===== src/rtl/sram_arbiter.sv =====
`timescale 1ns/1ps
// Two-master arbiter for one sram-like slave port: captures one request at a
// time, replays it on the shared port and routes the response to its owner.
module sram_arbiter #(
    parameter int DATA_PRIO = 0
) (
    input  logic        clk,
    input  logic        resetn,

    input  logic        m0_req,
    input  logic        m0_wr,
    input  logic [1:0]  m0_size,
    input  logic [31:0] m0_addr,
    input  logic [31:0] m0_wdata,
    output logic        m0_addr_ok,
    output logic        m0_data_ok,
    output logic [31:0] m0_rdata,

    input  logic        m1_req,
    input  logic        m1_wr,
    input  logic [1:0]  m1_size,
    input  logic [31:0] m1_addr,
    input  logic [31:0] m1_wdata,
    output logic        m1_addr_ok,
    output logic        m1_data_ok,
    output logic [31:0] m1_rdata,

    output logic        s_req,
    output logic        s_wr,
    output logic [1:0]  s_size,
    output logic [31:0] s_addr,
    output logic [31:0] s_wdata,
    input  logic        s_addr_ok,
    input  logic        s_data_ok,
    input  logic [31:0] s_rdata
);

    typedef enum logic [1:0] {IDLE, ADDR, WAIT} state_t;

    state_t      state, state_nxt;
    logic        grant;       // 0 = m0, 1 = m1
    logic        last_grant;
    logic        capture;
    logic        win;
    logic        req_wr;
    logic [1:0]  req_size;
    logic [31:0] req_addr;
    logic [31:0] req_wdata;

    always_comb begin
        // NOTE: every signal gets a default first so no path infers a latch.
        state_nxt  = state;
        capture    = 1'b0;
        win        = 1'b0;
        m0_addr_ok = 1'b0;
        m1_addr_ok = 1'b0;
        m0_data_ok = 1'b0;
        m1_data_ok = 1'b0;
        case (state)
            IDLE: begin
                if (m0_req || m1_req) begin
                    capture = 1'b1;
                    if (m0_req && m1_req)
                        win = (DATA_PRIO != 0) ? 1'b1 : ~last_grant;
                    else
                        win = m1_req;
                    m0_addr_ok = ~win;
                    m1_addr_ok = win;
                    state_nxt  = ADDR;
                end
            end
            ADDR: begin
                if (s_addr_ok)
                    state_nxt = WAIT;
            end
            WAIT: begin
                // s_data_ok is only honoured here; elsewhere it is ignored.
                if (s_data_ok) begin
                    m0_data_ok = ~grant;
                    m1_data_ok = grant;
                    state_nxt  = IDLE;
                end
            end
            default: state_nxt = IDLE;
        endcase
    end

    always_ff @(posedge clk or negedge resetn) begin
        if (!resetn) begin
            state      <= IDLE;
            grant      <= 1'b0;
            last_grant <= 1'b1;
            req_wr     <= 1'b0;
            req_size   <= 2'd0;
            req_addr   <= 32'd0;
            req_wdata  <= 32'd0;
        end else begin
            // NOTE: non-blocking so every register samples pre-edge values.
            state <= state_nxt;
            if (capture) begin
                grant      <= win;
                last_grant <= win;
                req_wr     <= win ? m1_wr    : m0_wr;
                req_size   <= win ? m1_size  : m0_size;
                req_addr   <= win ? m1_addr  : m0_addr;
                req_wdata  <= win ? m1_wdata : m0_wdata;
            end
        end
    end

    // Slave-side outputs come only from registers: no s_* input to s_* output path.
    assign s_req    = (state == ADDR);
    assign s_wr     = req_wr;
    assign s_size   = req_size;
    assign s_addr   = req_addr;
    assign s_wdata  = req_wdata;

    assign m0_rdata = s_rdata;
    assign m1_rdata = s_rdata;

endmodule


===== config.mk =====
export PLATFORM = sky130hd
export DESIGN_NAME = sram_arbiter
export DESIGN_NICKNAME = d
export VERILOG_FILES = /design/src/rtl/sram_arbiter.sv
export SDC_FILE = /design/constraint.sdc
export NUM_CORES = 1
export LEC_CHECK = 0
export BUFFER_PORTS_ARGS = -buffer_cell sky130_fd_sc_hd__buf_4
export CAP_MARGIN = 20
export CORE_AREA = 2 2 119 121
export CTS_CLUSTER_SIZE = 8
export DETAILED_ROUTE_END_ITERATION = 6
export DIE_AREA = 0 0 121 123
export PLACE_DENSITY = 0.63
export REMOVE_ABC_BUFFERS = 1
export SYNTH_ARGS = -nofsm -noshare
export SYNTH_HDL_FRONTEND = slang
export SYNTH_SLANG_ARGS = --single-unit
export TNS_END_PERCENT = 1

===== constraint.sdc =====
create_clock -name clk -period 4.2 [get_ports clk]
set_input_delay 0 -clock clk [delete_from_list [all_inputs] [get_ports clk]]
set_output_delay 0 -clock clk [all_outputs]
set_load 0.005 [all_outputs]

Word-level counts from Yosys, hierarchy flattened
Index checks and enable logic that the tools add are counted.
{ "op_classes": {"eq_ne": 5, "n_reduce_logical": 4, "muxes": 21, "n_bitwise": 3} }
{ "op_table": {"columns": ["operator", "count"], "rows": [
  ["$mux W32", 2],
  ["$mux W1", 14],
  ["$mux W2", 4],
  ["$pmux W2 S3", 1],
  ["$ne A2 B2 Y1 const B", 2],
  ["$not A1 Y1", 3],
  ["$reduce_and A3 Y1", 1],
  ["$eq A2 B1 Y1 const B", 1],
  ["$eq A2 B2 Y1 const B", 1],
  ["$logic_not A2 Y1", 1],
  ["$ne A2 B1 Y1 const B", 1],
  ["$logic_and A1 B1 Y1", 1],
  ["$logic_or A1 B1 Y1", 1]
]} }
{ "word_totals": {"out_inout_bits": 136, "elab_cells": 40, "input_bits": 172, "ff_bits": 71} }

Logic depth before layout (Yosys ltp)
{ "depth": {"depth_word": 7, "mapped_depth": 7} }

Least setup slack after synthesis
OpenSTA, ideal clock, no wires.
{ "synth_path": {"path_kind": "register to register", "from": "register last_grant", "to": "register req_addr[1], in the netlist s_addr[1]", "stages_incl_launch_ff": 6, "slack_ps": 2794, "period_less_slack_ps": 1406, "arrival_time_ps": 1324, "required_ps": 4118, "cell_sequence": "dfstp_2 a21bo_2 buf_2 clkbuf_1 o21ai_0 a31oi_1"} }
{ "synth_between": {"elab_chain_cells": 7} }
{ "synth_lines": {"columns": ["element", "line_no", "source"], "rows": [
  ["start, declared", "42", "logic last_grant;"],
  ["start signal, assigned", "102", "last_grant <= win;"],
  ["$not A1 Y1", "64", "win = (DATA_PRIO != 0) ? 1'b1 : ~last_grant;"],
  ["$mux W1", "63", "if (m0_req && m1_req)"],
  ["$mux W1", "61", "if (m0_req || m1_req) begin"],
  ["$mux W1", "59", "case (state)"],
  ["$mux W1", "61", null],
  ["$mux W1", "59", null],
  ["$mux W32", "105", "req_addr <= win ? m1_addr : m0_addr;"],
  ["end signal, assigned", "105", null],
  ["end, declared", "47", "logic [31:0] req_addr;"]
]} }
No other way between the ends. The select of a mux whose other input is x is not followed.
A chain may end at the register's enable or synchronous reset.

Final worst setup path
{ "layout_path": {"from": "register state[1]", "to": "register req_addr[15], in the netlist s_addr[15]"} }
{ "layout_between": {"elab_chain_cells": 3, "elab_cells_between_ends": 4, "classes_between": "3 x mux; 1 x reduce/logical"} }
{ "layout_lines": {"columns": ["element", "line_no", "source"], "rows": [
  ["start, declared", "40", "state_t state, state_nxt;"],
  ["start signal, assigned", "99", "state <= state_nxt;"],
  ["$logic_not A2 Y1 (*)", "59", null],
  ["$mux W1", "59", null],
  ["$mux W32", "105", null]
]} }
Mark *: on every way between the ends. The rest lies on a longest branch, timed or not.

==> impl_metrics.py <==
metrics = {
    "drt": {
        "drt_iter0_markers": 292,
        "wl_per_cell_um": 18.13,
        "vias_per_cell": 5.237,
        "drt_first_pass_iters": 5,
        "ant_nets": 0,
        "drc": 0,
        "routed_wirelength_mm": 16.45,
        "vias": 4750,
    },
    "final_layout": {
        "n_antenna_cell": 0,
        "layout.core_utilization_pct": 50.94,
        "drive_gt1_share_pct": 34.25,
        "area.sequential_um2": 1778,
        "multi_input_area_um2": 1614,
        "final_nets": 894,
        "n_fill_cell": 1253,
        "synthToLayoutAreaGrowth_pct": 68.55,
    },
    "clocking": {
        "root_buffer": "clkbuf_16",
        "cts_sinks": 71,
        "worstSkewPairLatency_ns": 0.32,
        "cts_tree": "done",
        "clk_pin_slew_ns": 0.06,
        "clockBufferDepth": 2,
        "ctsHtreeMaxLevel": 3,
        "cts_buffers": 9,
    },
    "logic_synthesis": {
        "synth_area_um2": 4114,
        "synth-adder-area-share_pct": 0,
        "yosys.area.top_type_share_pct": 42.58,
        "synthFlopType": "dfrtp_1",
        "yosys.area_share.simple_pct": 9.793,
        "synth_largest_area_cell": "dfrtp_1",
        "synth_common_cells": "dfrtp_1 (70), a21oi_1 (67), buf_4 (67), nand3_1 (67), o21ai_0 (65)",
        "synthXorXnorAreaFrac_pct": 0,
        "synth.most_common_cell": "dfrtp_1",
        "synth_compound_area_share_pct": 29.23,
        "syn_inst": 474,
        "yosysUniqueCellTypes": 26,
        "synth-seq-area-share_pct": 43.22,
        "syn_area_per_cell_um2": 8.679,
        "yosys_warnings": 0,
        "synth_seq_cells": 71,
        "ys_async_sr_fraction_pct": 100.0,
        "synth_top_family_by_area": "compound AO/OA/AOI/OAI gates",
        "synth_area_leaders": "dfrtp_1 (43%), buf_4 (12%), a31oi_1 (8.7%)",
        "synth_edf_count": 0,
        "synthMuxAreaShare_pct": 0,
    },
    "critical_path": {
        "endpoint_kind": "register",
        "cp_slowest_cell": "buf_4",
        "crit_required_ns": 4.45,
        "worstPathCellList": "nor2_4, buf_4, buf_4, nand3_1, a31oi_1, dlygate4sd3_1",
        "path_class": "register to register",
        "startpoint": "state[1]$_DFFE_PN0P_",
        "arrival_ns": 3.03,
        "path_common_cell": "buf_4",
        "crit_end": "s_addr[15]$_DFFE_PN0P_",
        "r2r_slack_ns": 1.43,
        "cp-start-kind": "register",
        "r2r_end": "s_addr[15]$_DFFE_PN0P_",
        "r2r_cells": 6,
        "cp_max_fo": 69,
        "critPathMaxStageDelay_ns": 0.63,
        "r2r-start": "state[1]$_DFFE_PN0P_",
    },
    "pwr": {
        "p_total_w": 0.004660,
        "p_leak_nw": 2.927,
        "irDropWorstVdd_uv": 421.9,
        "cellPowerDensity_nw_per_um2": 672.1,
    },
    "global_routing": {
        "grtUsageTotal_pct": 20.96,
        "grt-ovfl-total": 0,
        "grt_pass1_vias": 4528,
        "grt_start_max_net_pins": 72,
        "grt_pass1_wl_mm": 23.92,
        "antenna_found_initial": 0,
    },
    "sta": {
        "final_hold_viol_count": 0,
        "tns_ns": 0,
        "finalCriticalPeriod_ns": 2.773,
        "rsz0062_at_grt": "no",
        "maxClockFrequency_ghz": 0.3607,
        "setup_viol": 0,
        "fin_crit_sh_pct": 66.01,
        "final.setup_skew_ns": 0.004702,
        "worst_pin_slew_ns": 0.9085,
        "maxSlewViolCount": 0,
        "relSlewSlack_pct": 39.43,
    },
    "placement": {
        "port-buffer-count": 211,
        "gp_congestion": 0.7409,
        "dp.final_hpwl_mm": 10.76,
    },
    "floorplan": {
        "die_x_um": 121,
        "design.core.area_um2": 13610,
        "initial_core_util_pct": 30.22,
        "die_y_um": 123,
        "rows": 43,
        "design.die.area_um2": 14880,
        "ioPinCount": 308,
    },
    "worst_hold_path": {
        "hp-class": "input port to primary output",
    },
    "flow_run": {
        "cap_viol_max_count": 0,
    },
    "outcome": {
        "status": "finished, final reports clean",
    },
}
logic make-up after synthesis:
group                  count (synthesis)
AO/OA/AOI/OAI                        207
AND/OR/NAND/NOR                       79
buffers and inverters                117
flip-flops                            71
state kept, by name (all words and copies together), names as in the netlist:
name        flops
s_wr            1
s_addr         32
last_grant      1
grant           1
s_wdata        32
s_size          2
state           2
routing by layer:
layer  wire length (um)  up-vias  track usage, %
met5                 57        -           4.861
met4                215        2           6.323
met1               6585     2251           25.77
li1                   -     2170               -
met2               7128      304           30.51
met3               2459       23           12.18
worst max-delay path: cells and delay by family (launching register included):
family | cells | cell delay [ns]
buffers and inverters | 3 | 1.76
DFF | 1 | 0.42
and+or+nand+nor | 2 | 0.26
AOI/OAI and AO/OA | 1 | 0.21
where the power goes:
group	total, W	leakage, nW	internal (W)	switching [W]
Combinational	0.00264	1.99	0.00146	0.00119
Clock	0.000752	0.146	0.000473	0.000279
Sequential	0.00127	0.791	0.00104	0.000228
final cells by class:
class                   instances  area share [%]
clock buffers                  12           3.555
clock inverters                 4          0.6496
inverters                       2          0.1083
multi-input cells             286           23.28
flip-flops and latches         71           25.64
well taps                     180           3.248
repair buffers                352           43.52
placed cells by master (no fill, tap or decap), drive strengths merged, types with 3 or more instances in the layout:
cell         instances
a31oi               67
buf                218
clkinv               3
nand3               67
dfrtp               70
clkbuf              12
a21oi               67
o21ai               68
nor2                 4
dlygate4sd3        134
per-stage QoR:
step	instances	hold WS, ns	cell area [um2]	worst slack [ns]
finish	907	0.00001091	6934	1.427
global route	907	0.00002912	6934	1.258
CTS	905	0.00008082	6879	1.466
detailed placement	755	0.00008082	5246	1.837
global placement	755	0.00008082	5246	1.913
floorplan	359	-0.2956	3391	0.5252
repair_timing:
| action | in CTS | in global routing |
|---|---|---|
| hold buffers | 134 | 0 |
| resized for setup | 0 | 0 |
| setup buffers | 0 | 0 |
| endpoints found under the hold margin | 139 | 0 |
how the worst min path moves through the flow:
stage | startpoint | endpoint | cells after the start
CTS | s_rdata[26] | m1_rdata[26] | 0
finish | s_rdata[29] | m1_rdata[29] | 0
global placement | s_rdata[26] | m1_rdata[26] | 0
global route | s_rdata[31] | m1_rdata[31] | 0
floorplan | resetn | grant$_DFFE_PN0P_ | 0
detailed placement | s_rdata[26] | m1_rdata[26] | 0
No activity file was read; power rests on OpenSTA's default activity.
